## src/rtl/z80_cb_shift_mem_seq.sv

```systemverilog
// ============================================================================
//  Module      : z80_cb_shift_mem_seq
//  Description : Read-modify-write sequencer for CB-prefix rotate/shift ops on
//                (HL)/(IX+d)/(IY+d); owns the memory port while busy.
//  Revision    : 1.0  initial release
// ============================================================================
`default_nettype none

module z80_cb_shift_mem_seq #(
    parameter int ALLOW_SLL   = 0,
    parameter int EXEC_CYCLES = 1
) (
    input  logic        clk,
    input  logic        reset,
    input  logic        start,
    input  logic [2:0]  op,
    input  logic [15:0] addr,
    input  logic [7:0]  f_in,
    output logic        busy,
    output logic        mem_rd,
    output logic        mem_wr,
    output logic [15:0] mem_addr,
    output logic [7:0]  mem_wdata,
    input  logic [7:0]  mem_rdata,
    input  logic        mem_ack,
    output logic        done,
    output logic        err,
    output logic [7:0]  result,
    output logic [7:0]  f_out
);

    localparam logic [2:0] c_exec_load = 3'(EXEC_CYCLES - 1);

    typedef enum logic [2:0] {
        S_IDLE    = 3'd0,
        S_READ    = 3'd1,
        S_EXEC    = 3'd2,
        S_WRITE   = 3'd3,
        S_DONE    = 3'd4,
        S_ILLEGAL = 3'd5
    } state_t;

    state_t      r_state;
    logic [2:0]  r_op;
    logic [2:0]  r_f_keep;      // {f_in[5], f_in[3], f_in[0]} latched at launch
    logic [7:0]  r_operand;
    logic [2:0]  r_cnt;

    logic        w_illegal;
    logic        w_carry_in;
    logic        w_carry;
    logic [7:0]  w_result;
    logic [7:0]  w_flags;
    logic        w_unused_f_in;

    assign w_illegal     = (op == 3'd6) && (ALLOW_SLL == 0);
    assign w_unused_f_in = ^{f_in[7:6], f_in[4], f_in[2:1]};
    assign w_carry_in    = r_f_keep[0];

    always_comb begin
        w_result = r_operand;
        case (r_op)
            3'd0:    w_result = {r_operand[6:0], r_operand[7]};
            3'd1:    w_result = {r_operand[0], r_operand[7:1]};
            3'd2:    w_result = {r_operand[6:0], w_carry_in};
            3'd3:    w_result = {w_carry_in, r_operand[7:1]};
            3'd4:    w_result = {r_operand[6:0], 1'b0};
            3'd5:    w_result = {r_operand[7], r_operand[7:1]};
            3'd6:    w_result = {r_operand[6:0], 1'b1};
            default: w_result = {1'b0, r_operand[7:1]};
        endcase
        // Even op codes shift left and lose bit 7; odd ones lose bit 0.
        w_carry = r_op[0] ? r_operand[0] : r_operand[7];
        w_flags = {w_result[7], (w_result == 8'h00), r_f_keep[2], 1'b0,
                   r_f_keep[1], ~^w_result, 1'b0, w_carry};
    end

    always_ff @(posedge clk or posedge reset) begin
        if (reset) begin
            r_state   <= S_IDLE;
            r_op      <= 3'd0;
            r_f_keep  <= 3'd0;
            r_operand <= 8'h00;
            r_cnt     <= 3'd0;
            busy      <= 1'b0;
            mem_rd    <= 1'b0;
            mem_wr    <= 1'b0;
            mem_addr  <= 16'h0000;
            mem_wdata <= 8'h00;
            done      <= 1'b0;
            err       <= 1'b0;
            result    <= 8'h00;
            f_out     <= 8'h00;
        end else begin
            done <= 1'b0;
            err  <= 1'b0;
            case (r_state)
                S_IDLE: begin
                    if (start) begin
                        r_op     <= op;
                        r_f_keep <= {f_in[5], f_in[3], f_in[0]};
                        busy     <= 1'b1;
                        if (w_illegal) begin
                            err     <= 1'b1;
                            r_state <= S_ILLEGAL;
                        end else begin
                            mem_addr <= addr;
                            mem_rd   <= 1'b1;
                            r_state  <= S_READ;
                        end
                    end
                end
                S_ILLEGAL: begin
                    busy    <= 1'b0;
                    r_state <= S_IDLE;
                end
                S_READ: begin
                    if (mem_ack) begin
                        r_operand <= mem_rdata;
                        mem_rd    <= 1'b0;
                        r_cnt     <= c_exec_load;
                        r_state   <= S_EXEC;
                    end
                end
                S_EXEC: begin
                    if (r_cnt == 3'd0) begin
                        mem_wdata <= w_result;
                        mem_wr    <= 1'b1;
                        r_state   <= S_WRITE;
                    end else begin
                        r_cnt <= r_cnt - 3'd1;
                    end
                end
                S_WRITE: begin
                    if (mem_ack) begin
                        mem_wr  <= 1'b0;
                        result  <= w_result;
                        f_out   <= w_flags;
                        done    <= 1'b1;
                        r_state <= S_DONE;
                    end
                end
                S_DONE: begin
                    busy    <= 1'b0;
                    r_state <= S_IDLE;
                end
                default: begin
                    busy    <= 1'b0;
                    mem_rd  <= 1'b0;
                    mem_wr  <= 1'b0;
                    r_state <= S_IDLE;
                end
            endcase
        end
    end

endmodule

`default_nettype wire

```

## config.mk

```make
export PLATFORM = sky130hd
export DESIGN_NAME = z80_cb_shift_mem_seq
export DESIGN_NICKNAME = d
export VERILOG_FILES = /design/src/rtl/z80_cb_shift_mem_seq.sv
export SDC_FILE = /design/constraint.sdc
export NUM_CORES = 1
export LEC_CHECK = 0
export BUFFER_PORTS_ARGS = -buffer_cell sky130_fd_sc_hd__buf_2
export CAP_MARGIN = 15
export CORE_UTILIZATION = 51
export DETAILED_ROUTE_END_ITERATION = 12
export MAX_ROUTING_LAYER = met4
export PLACE_DENSITY = 0.82
export SLEW_MARGIN = 20
export SYNTH_ARGS = -nofsm -noshare
export SYNTH_HDL_FRONTEND = slang
export SYNTH_SLANG_ARGS = --single-unit
```

## constraint.sdc

```tcl
create_clock -name clk -period 2.3 [get_ports clk]
set_input_delay 0.345 -clock clk [delete_from_list [all_inputs] [get_ports clk]]
set_output_delay 0.345 -clock clk [all_outputs]
set_load 0.005 [all_outputs]
```

==> run summary, run 1 <==
Syn. warnings: 0
initial antenna violation count: 0
Initial Util: 0.537
fmax: 0.501 GHz
synthesized instance count: 233
Cell variety after synth: 39
Net Switching: 1.84 mW
Hold Crit Class: in2async
crit path time final: 2.00 ns
Synth Register Bits: 62
mux share of post-synthesis cell area: 0.156
Buffers on Ports: 76
CP Class: reg2reg
Avg WL per Cell: 14.1 um
post-synthesis sequential area ratio: 0.559
Nets: 359
main area contributors after synthesis: dfrtp_1 (56%), mux2_2 (6.9%), mux2_4 (5.4%), nand2_1 (3.7%), mux2i_1 (3.2%)
Final setup viols: 0
CTS Buf Count: 9
Die Y: 75.8 um
clock power share: 0.209
DIE AREA: 5740 um2
internal power: 3.46 mW
maximum fanout along the worst path: 11
io pins: 84
area of the mapped netlist: 2780 um2
CP Launch Point: r_op[0]
share of the synthesized area in the top cell type: 0.559
largest net degree at the start of global routing: 63
Max Clock Skew: 0.00806 ns
total number of vias: 2014
worst r2r src: r_op[0]
Post-Synth Simple-Gate Area: 0.109
share of cells above drive strength 1: 0.408
final wirelength: 5470 um
P_leak: 1.74 nW
Req. time, crit path: 2.52 ns
max-cap viol count: 0
# rows: 26
syn_area_per_cell: 11.9 um2
dpl hpwl: 3880 um
Hold Fails Final Rpt: 0
# hold bufs at CTS: 0
Via-to-Cell Ratio: 5.18
RSZ-0062 raised after global routing: false
setup bufs post-CTS: 0
fin crit share: 0.867
clock transition at the registers of the reported paths: 0.07 ns
Comb pwr share: 0.411
Hold Slack: 0.0499 ns
endpoint type of the worst setup path: flop
root buffer cell: clkbuf_8
sequential share of power: 0.380
Post-Synth XOR/XNOR Area: 0.0126
most frequent cells in the layout: buf_2 (76), dfrtp_1 (62), nand2_1 (27)
switching share of power: 0.348
vias in the first global route: 1822
combinational family with the most area after synthesis: multiplexers
clock sink count: 62
Total GRT Usage: 0.207
first-pass GRT wire length: 8220 um
CTS tree: done
Die W: 75.8 um
clk buf depth: 2
H-tree levels: 3
routability cong.: 0.776
post-cts sizing count: 0
n_diodes: 0
Setup TNS: 0 ns
Max VDD drop: 0.787 mV
most common cell after layout, fill and taps aside: buf_2
area delta synth->final: 24.5%
outcome: finished clean
DR pass1 iterations: 5
core area: 5170 um2
Post-DRT Antenna Nets: 0
PD cells: 1540 nW/um2
Synth area leader: dfrtp_1
DRC viols: 0
arrival time worst endpoint: 2.21 ns
compound-cell area share of the yosys netlist: 0.0915
max-slew violation count: 0
nature of the critical path startpoint: flop
clk_lat worst skew: 0.34 ns
adder-cell area share of the yosys netlist: 0.0271
R2R setup slack: 0.30 ns
iteration-0 DRC count of the detailed router: 103
GRT Residual Overflow: 0
[path summary, 6_finish.rpt]
| path | endpoint | cells after the start |
|---|---|---|
| max | f_out[2] | 6 |
| min | mem_addr[13] | 3 |
| max reg2reg | f_out[2] | 6 |
| min reg2reg | result[3] | 2 |
| max in group asynchronous | r_operand[7] | 3 |
| min in group clk | r_operand[6] | 3 |
[final cells by class]
| cell class | instances | area (um2) |
|---|---|---|
| inverter | 10 | 37.5 |
| sequential | 62 | 1550 |
| clock buffer | 13 | 169 |
| fill | 389 | 1720 |
| timing repair buffer | 82 | 438 |
| clock inverter | 3 | 65.1 |
| tap | 70 | 87.6 |
| multi-input combinational | 149 | 1110 |
[synthesized netlist by cell type, drive strengths merged]
cell type / number
nor2b: 1
xor2: 1
o22a: 1
a21oi: 13
mux2: 27
nand4: 3
nand2b: 3
ha: 6
nor4bb: 1
nor2: 11
and3: 2
o31ai: 3
inv: 10
a21o: 1
a21boi: 2
nand2: 29
mux2i: 9
clkbuf: 3
nor3: 4
or3: 1
o31a: 1
buf: 10
o41ai: 1
o21ai: 18
nor4: 1
o211ai: 1
dfrtp: 62
xnor2: 3
o311a: 2
conb: 1
nand3b: 1
nor3b: 1
[routing by layer]
| metal | global-route usage | wire length (um) | up-vias |
|---|---|---|---|
| li1 | - | - | 968 |
| met1 | 0.263 | 2460 | 963 |
| met2 | 0.295 | 2590 | 70 |
| met3 | 0.0701 | 308 | 13 |
| met4 | 0.103 | 108 | 0 |
| met5 | - | 0 | - |
[sequential cells by signal, summed over array words and instances, names as in the netlist]
register,cells
r_state,3
result,7
busy,1
mem_wr,1
done,1
r_op,3
f_out,6
err,1
mem_addr,16
mem_rd,1
r_f_keep,3
r_operand,8
r_cnt,3
mem_wdata,8
[critical path, stage by stage (launching register included)]
cell	delay, ns
dfrtp_1	0.62
inv_1	0.13
o311a_1	0.41
ha_1	0.31
xnor2_1	0.18
xnor2_1	0.14
o21ai_0	0.09
[through the flow]
stage	power (mW)	worst slack (ns)	std cells	utilization	cell area, um2
finish	5.30	0.305	389	0.668	3450
global placement	4.09	0.394	373	0.623	3220
detailed placement	4.21	0.322	373	0.623	3220
global route	5.72	0.175	389	0.668	3450
floorplan	3.51	0.414	234	-	2780
CTS	5.34	0.308	389	0.668	3450
[power by group through the flow]
stage / logic [mW] / registers, mW / clock network [mW]
6_report: 2.18 / 2.02 / 1.11
5_1_grt: 2.46 / 2.09 / 1.17
4_1_cts: 2.21 / 2.01 / 1.12
3_5_place_dp: 2.18 / 2.03 / 0
3_3_place_gp: 2.10 / 1.99 / 0
2_1_floorplan: 1.58 / 1.93 / 0
[logic make-up after synthesis]
family,after synthesis
adder cells (fa/ha/maj),6
other,1
multiplexers,36
buffers and inverters,23
AND/OR/NAND/NOR,58
flip-flops,62
XOR/XNOR,4
AO/OA/AOI/OAI,43
No activity file was read; power rests on OpenSTA's default activity.
==> run 2, diff against run 1 <==
- CAP_MARGIN: 15 -> 10
- CORE_MARGIN: default -> 2
- RECOVER_POWER: default -> 100
==> run 2 against run 1 <==
Effect of this change:
- wire length rose by 4.3%
- flip-flop and latch count stayed put
- register-to-register slack got worse by 0.06 ns
- combinational power shrank 8%
- clock power fell by 5%
- first-iteration DRC count is 13% higher
- via count shrank 1.5%
- design area down 3.8%
==> run summary, run 2 (synthesis gave the netlist of run 1 again) <==
outcome: finished clean
clk buf depth: 2
r2r worst-path depth: 6
Largest register FFs: 16
H-tree levels: 3
PD cells: 1530 nW/um2
worst setup path endpoint: f_out[2]
P_leak: 1.60 nW
setup slack at placement: 0.234 ns
Total GRT Usage: 0.213
area delta synth->final: 19.7%
CTS tree: done
core area: 5170 um2
Hold Fails Final Rpt: 0
endpoint type of the worst setup path: flop
filler cell count: 424
clk_lat worst skew: 0.34 ns
nature of the critical path startpoint: flop
Nets: 358
clock sink count: 62
Die W: 77.8 um
biggest regs: mem_addr x16, mem_wdata x8, r_operand x8
DRC viols: 0
dpl hpwl: 4120 um
Tot Pwr: 5.10 mW
CP Class: reg2reg
Avg WL per Cell: 14.7 um
root buffer cell: clkbuf_8
worst slew pin tran: 0.927 ns
max-slew violation count: 0
# rows: 26
CTS Buf Count: 9
routability cong.: 0.752
GRT Residual Overflow: 0
fin crit share: 0.895
Max VDD drop: 0.632 mV
Initial Util: 0.537
final critical-path setup slack: 0.243 ns
DR pass1 iterations: 4
R2R setup slack: 0.24 ns
DIE AREA: 6050 um2
post-cts sizing count: 0
setup bufs post-CTS: 0
Reg-to-Reg End: f_out[2]
Die Y: 77.8 um
Final Util: 0.642
RSZ-0062 raised after global routing: false
final wirelength: 5710 um
Final setup viols: 0
largest net degree at the start of global routing: 38
io pins: 84
fmax: 0.486 GHz
Post-DRT Antenna Nets: 0
Max Clock Skew: 0.00799 ns
Setup TNS: 0 ns
iteration-0 DRC count of the detailed router: 116
max-cap viol count: 0
n_diodes: 0
Slew headroom: 0.381
most frequent cells in the layout: dfrtp_1 (62), buf_2 (62), nand2_1 (28)
clock transition at the registers of the reported paths: 0.07 ns
largest reg by FF count: mem_addr
Req. time, crit path: 2.52 ns
maximum fanout along the worst path: 11
Buffers on Ports: 76
CP Launch Point: r_op[0]
Finished Layout Cells: 388
# hold bufs at CTS: 0
share of cells above drive strength 1: 0.311
vias in the first global route: 1969
crit path time final: 2.06 ns
first-pass GRT wire length: 9460 um
placed cells: 372
arrival time worst endpoint: 2.28 ns
Via-to-Cell Ratio: 5.11
Hold Crit Class: in2async
total number of vias: 1984
initial antenna violation count: 0
worst r2r src: r_op[0]
-- run 2: cell types whose count changed in the layout (fill, tap and decap cells not counted), moves of 2 or more --
cell        change
buf_2          -14
buf_4           -4
clkbuf_1       +16
clkbuf_8        -2
clkinvlp_4      +2
mux2_1          +9
mux2_4          -9
nand2_4         -2
nor3_1          +2
-- run 2: final cells by class --
cell class / count / area, um2 / share of cell area
multi-input combinational: 149 / 1040 / 0.312
inverter: 10 / 37.5 / 0.0113
timing repair buffer: 81 / 387 / 0.116
clock inverter: 6 / 85.1 / 0.0256
sequential: 62 / 1550 / 0.467
clock buffer: 10 / 138 / 0.0414
tap: 70 / 87.6 / 0.0264
-- run 2: how the worst min path moves through the flow --
stage / start / endpoint / slack (ns) / cells past startpoint
6_report: reset / r_f_keep[1] / 0.21 / 2
2_1_floorplan: mem_rdata[0] / r_operand[0] / 0.45 / 2
3_5_place_dp: reset / mem_addr[14] / 0.43 / 2
5_1_grt: mem_rdata[7] / r_operand[7] / 0.21 / 3
4_1_cts: reset / mem_addr[15] / 0.06 / 2
3_3_place_gp: reset / mem_addr[14] / 0.41 / 2
-- run 2: critical path, stage by stage (launching register included) --
cell,delay (ns)
dfrtp_1,0.62
inv_1,0.14
o311a_1,0.42
ha_1,0.31
xnor2_1,0.22
xnor2_1,0.15
o21ai_0,0.08
-- run 2: power by group --
part,internal (mW),switching (mW),leakage [nW]
clock network,0.635,0.424,0.108
registers,1.62,0.416,0.752
logic,0.992,1.02,0.740
-- run 2: stage by stage --
stage | cell area, um2 | hold slack (ns)
2_1_floorplan | 2780 | 0.450
3_3_place_gp | 3210 | 0.414
3_5_place_dp | 3210 | 0.428
4_1_cts | 3440 | 0.0622
5_1_grt | 3320 | 0.211
6_report | 3320 | 0.207
-- run 2: metal layers --
metal  global-route usage  part of all wire  up-vias
met5                    -                 0        -
met4                0.107             0.020        0
met3               0.0430             0.049        9
met2                0.324              0.49       61
met1                0.274              0.44      953
li1                     -                 -      961
==> run 3, diff against run 2 <==
- CTS_CLUSTER_SIZE: default -> 24
- REMOVE_ABC_BUFFERS: default -> 1
==> run 3 against run 2 <==
Effect of this change:
- design area rose by 1.4%
- worst setup slack better by 0.14 ns
- sequential share of layout area fell by 0.64 points
- largest power group is now combinational cells
==> run summary, run 3 (synthesis gave the netlist of run 1 again) <==
outcome: finished clean
Via-to-Cell Ratio: 5.19
dpl hpwl: 4100 um
DIE AREA: 6050 um2
worst slew pin tran: 0.983 ns
Max Clock Skew: 0.00609 ns
initial antenna violation count: 0
final wirelength: 5650 um
Initial Util: 0.537
area delta synth->final: 21.4%
fin crit share: 0.835
biggest regs: mem_addr x16, mem_wdata x8, r_operand x8
Final Util: 0.651
P_leak: 1.62 nW
largest reg by FF count: mem_addr
clock sink count: 62
root buffer cell: clkbuf_8
share of cells above drive strength 1: 0.300
Global Route met3 Usage: 0.0465
GR met1 Demand/Resource: 0.278
setup bufs post-CTS: 0
Total GRT Usage: 0.217
H-tree levels: 3
met2 GRT Util: 0.324
clk_lat worst skew: 0.33 ns
Max VDD drop: 0.568 mV
Post-DRT Antenna Nets: 0
CP Class: reg2reg
CTS tree: done
iteration-0 DRC count of the detailed router: 94
io pins: 84
first-pass GRT wire length: 9810 um
Multi-input gate area: 1050 um2
# rows: 26
Req. time, crit path: 2.51 ns
Hold Fails Final Rpt: 0
# hold bufs at CTS: 0
CP max stage delay: 0.49 ns
Die Y: 77.8 um
fmax: 0.521 GHz
total number of vias: 2025
CTS Buf Count: 9
Buffers on Ports: 76
maximum fanout along the worst path: 11
Die W: 77.8 um
post-cts sizing count: 0
DRC viols: 0
clk buf depth: 2
filler cell count: 414
n_diodes: 0
most common cell after layout, fill and taps aside: dfrtp_1
Hold Crit Class: in2async
nature of the critical path startpoint: flop
Slew headroom: 0.344
global routing's busiest layer: met2
clock transition at the registers of the reported paths: 0.07 ns
most frequent cells in the layout: dfrtp_1 (62), buf_2 (58), nand2_1 (28)
Nets: 360
RSZ-0062 raised after global routing: false
largest net degree at the start of global routing: 41
crit path time final: 1.92 ns
Avg WL per Cell: 14.5 um
Setup TNS: 0 ns
Largest register FFs: 16
DR pass1 iterations: 4
GRT Residual Overflow: 0
R2R setup slack: 0.38 ns
max-slew violation count: 0
PD cells: 1540 nW/um2
core area: 5170 um2
routability cong.: 0.810
max-cap viol count: 0
Final setup viols: 0
arrival time worst endpoint: 2.13 ns
vias in the first global route: 2031
Storage cell area: 1550 um2
endpoint type of the worst setup path: flop
Max stage delay cell, worst path: dfrtp_1
crit-path cells: nand2b_4, nor3_1, clkbuf_1, mux2_2
-- run 3: cell types whose count changed in the layout (fill, tap and decap cells not counted), sizes merged --
cell,previous run,this run
clkbuf,28,38
buf,63,59
clkinv,2,0
clkinvlp,2,0
-- run 3: final timing paths --
check | from | depth (start not counted) | end
max | r_state[1] | 4 | r_f_keep[1]
min | reset | 2 | result[4]
max reg2reg | r_state[1] | 4 | r_f_keep[1]
min reg2reg | result[5] | 2 | result[5]
max in group asynchronous | reset | 3 | mem_wr
min in group clk | mem_rdata[0] | 3 | r_operand[0]
-- run 3: per-layer routing --
layer  routed length (um)  share of wire  vias up
li1                     -              -      967
met1                 2530           0.45      995
met2                 2750           0.49       51
met3                  256          0.045       12
met4                  119          0.021        0
met5                    0              0        -
-- run 3: per-stage QoR --
stage          cells  power, mW  area, um2  hold WS (ns)  setup WS (ns)
5_1_grt          390       5.58       3370         0.206          0.221
3_3_place_gp     374       4.09       3230         0.391          0.537
3_5_place_dp     374       4.21       3230         0.391          0.490
4_1_cts          390       5.39       3480        0.0363          0.466
2_1_floorplan    221       3.42       2700         0.450          0.233
6_report         390       5.17       3370         0.164          0.380
-- run 3: critical path: cells and delay by family, from the launching register on --
kind	cells	cell delay [ns]
DFF	1	0.49
and+or+nand+nor	2	0.53
muxes	1	0.39
buffers and inverters	1	0.39
-- run 3: cell type report --
cell class                 instances  share of cell area
clock buffer                      14              0.0572
timing repair buffer              83               0.116
inverter                          10              0.0111
tap                               70              0.0260
multi-input combinational        149               0.312
clock inverter                     2              0.0178
sequential                        62               0.461
-- run 3: report_power, final --
group,switching [mW],internal (mW)
combinational,1.02,0.989
clock,0.407,0.759
sequential,0.383,1.62
total,1.81,3.37
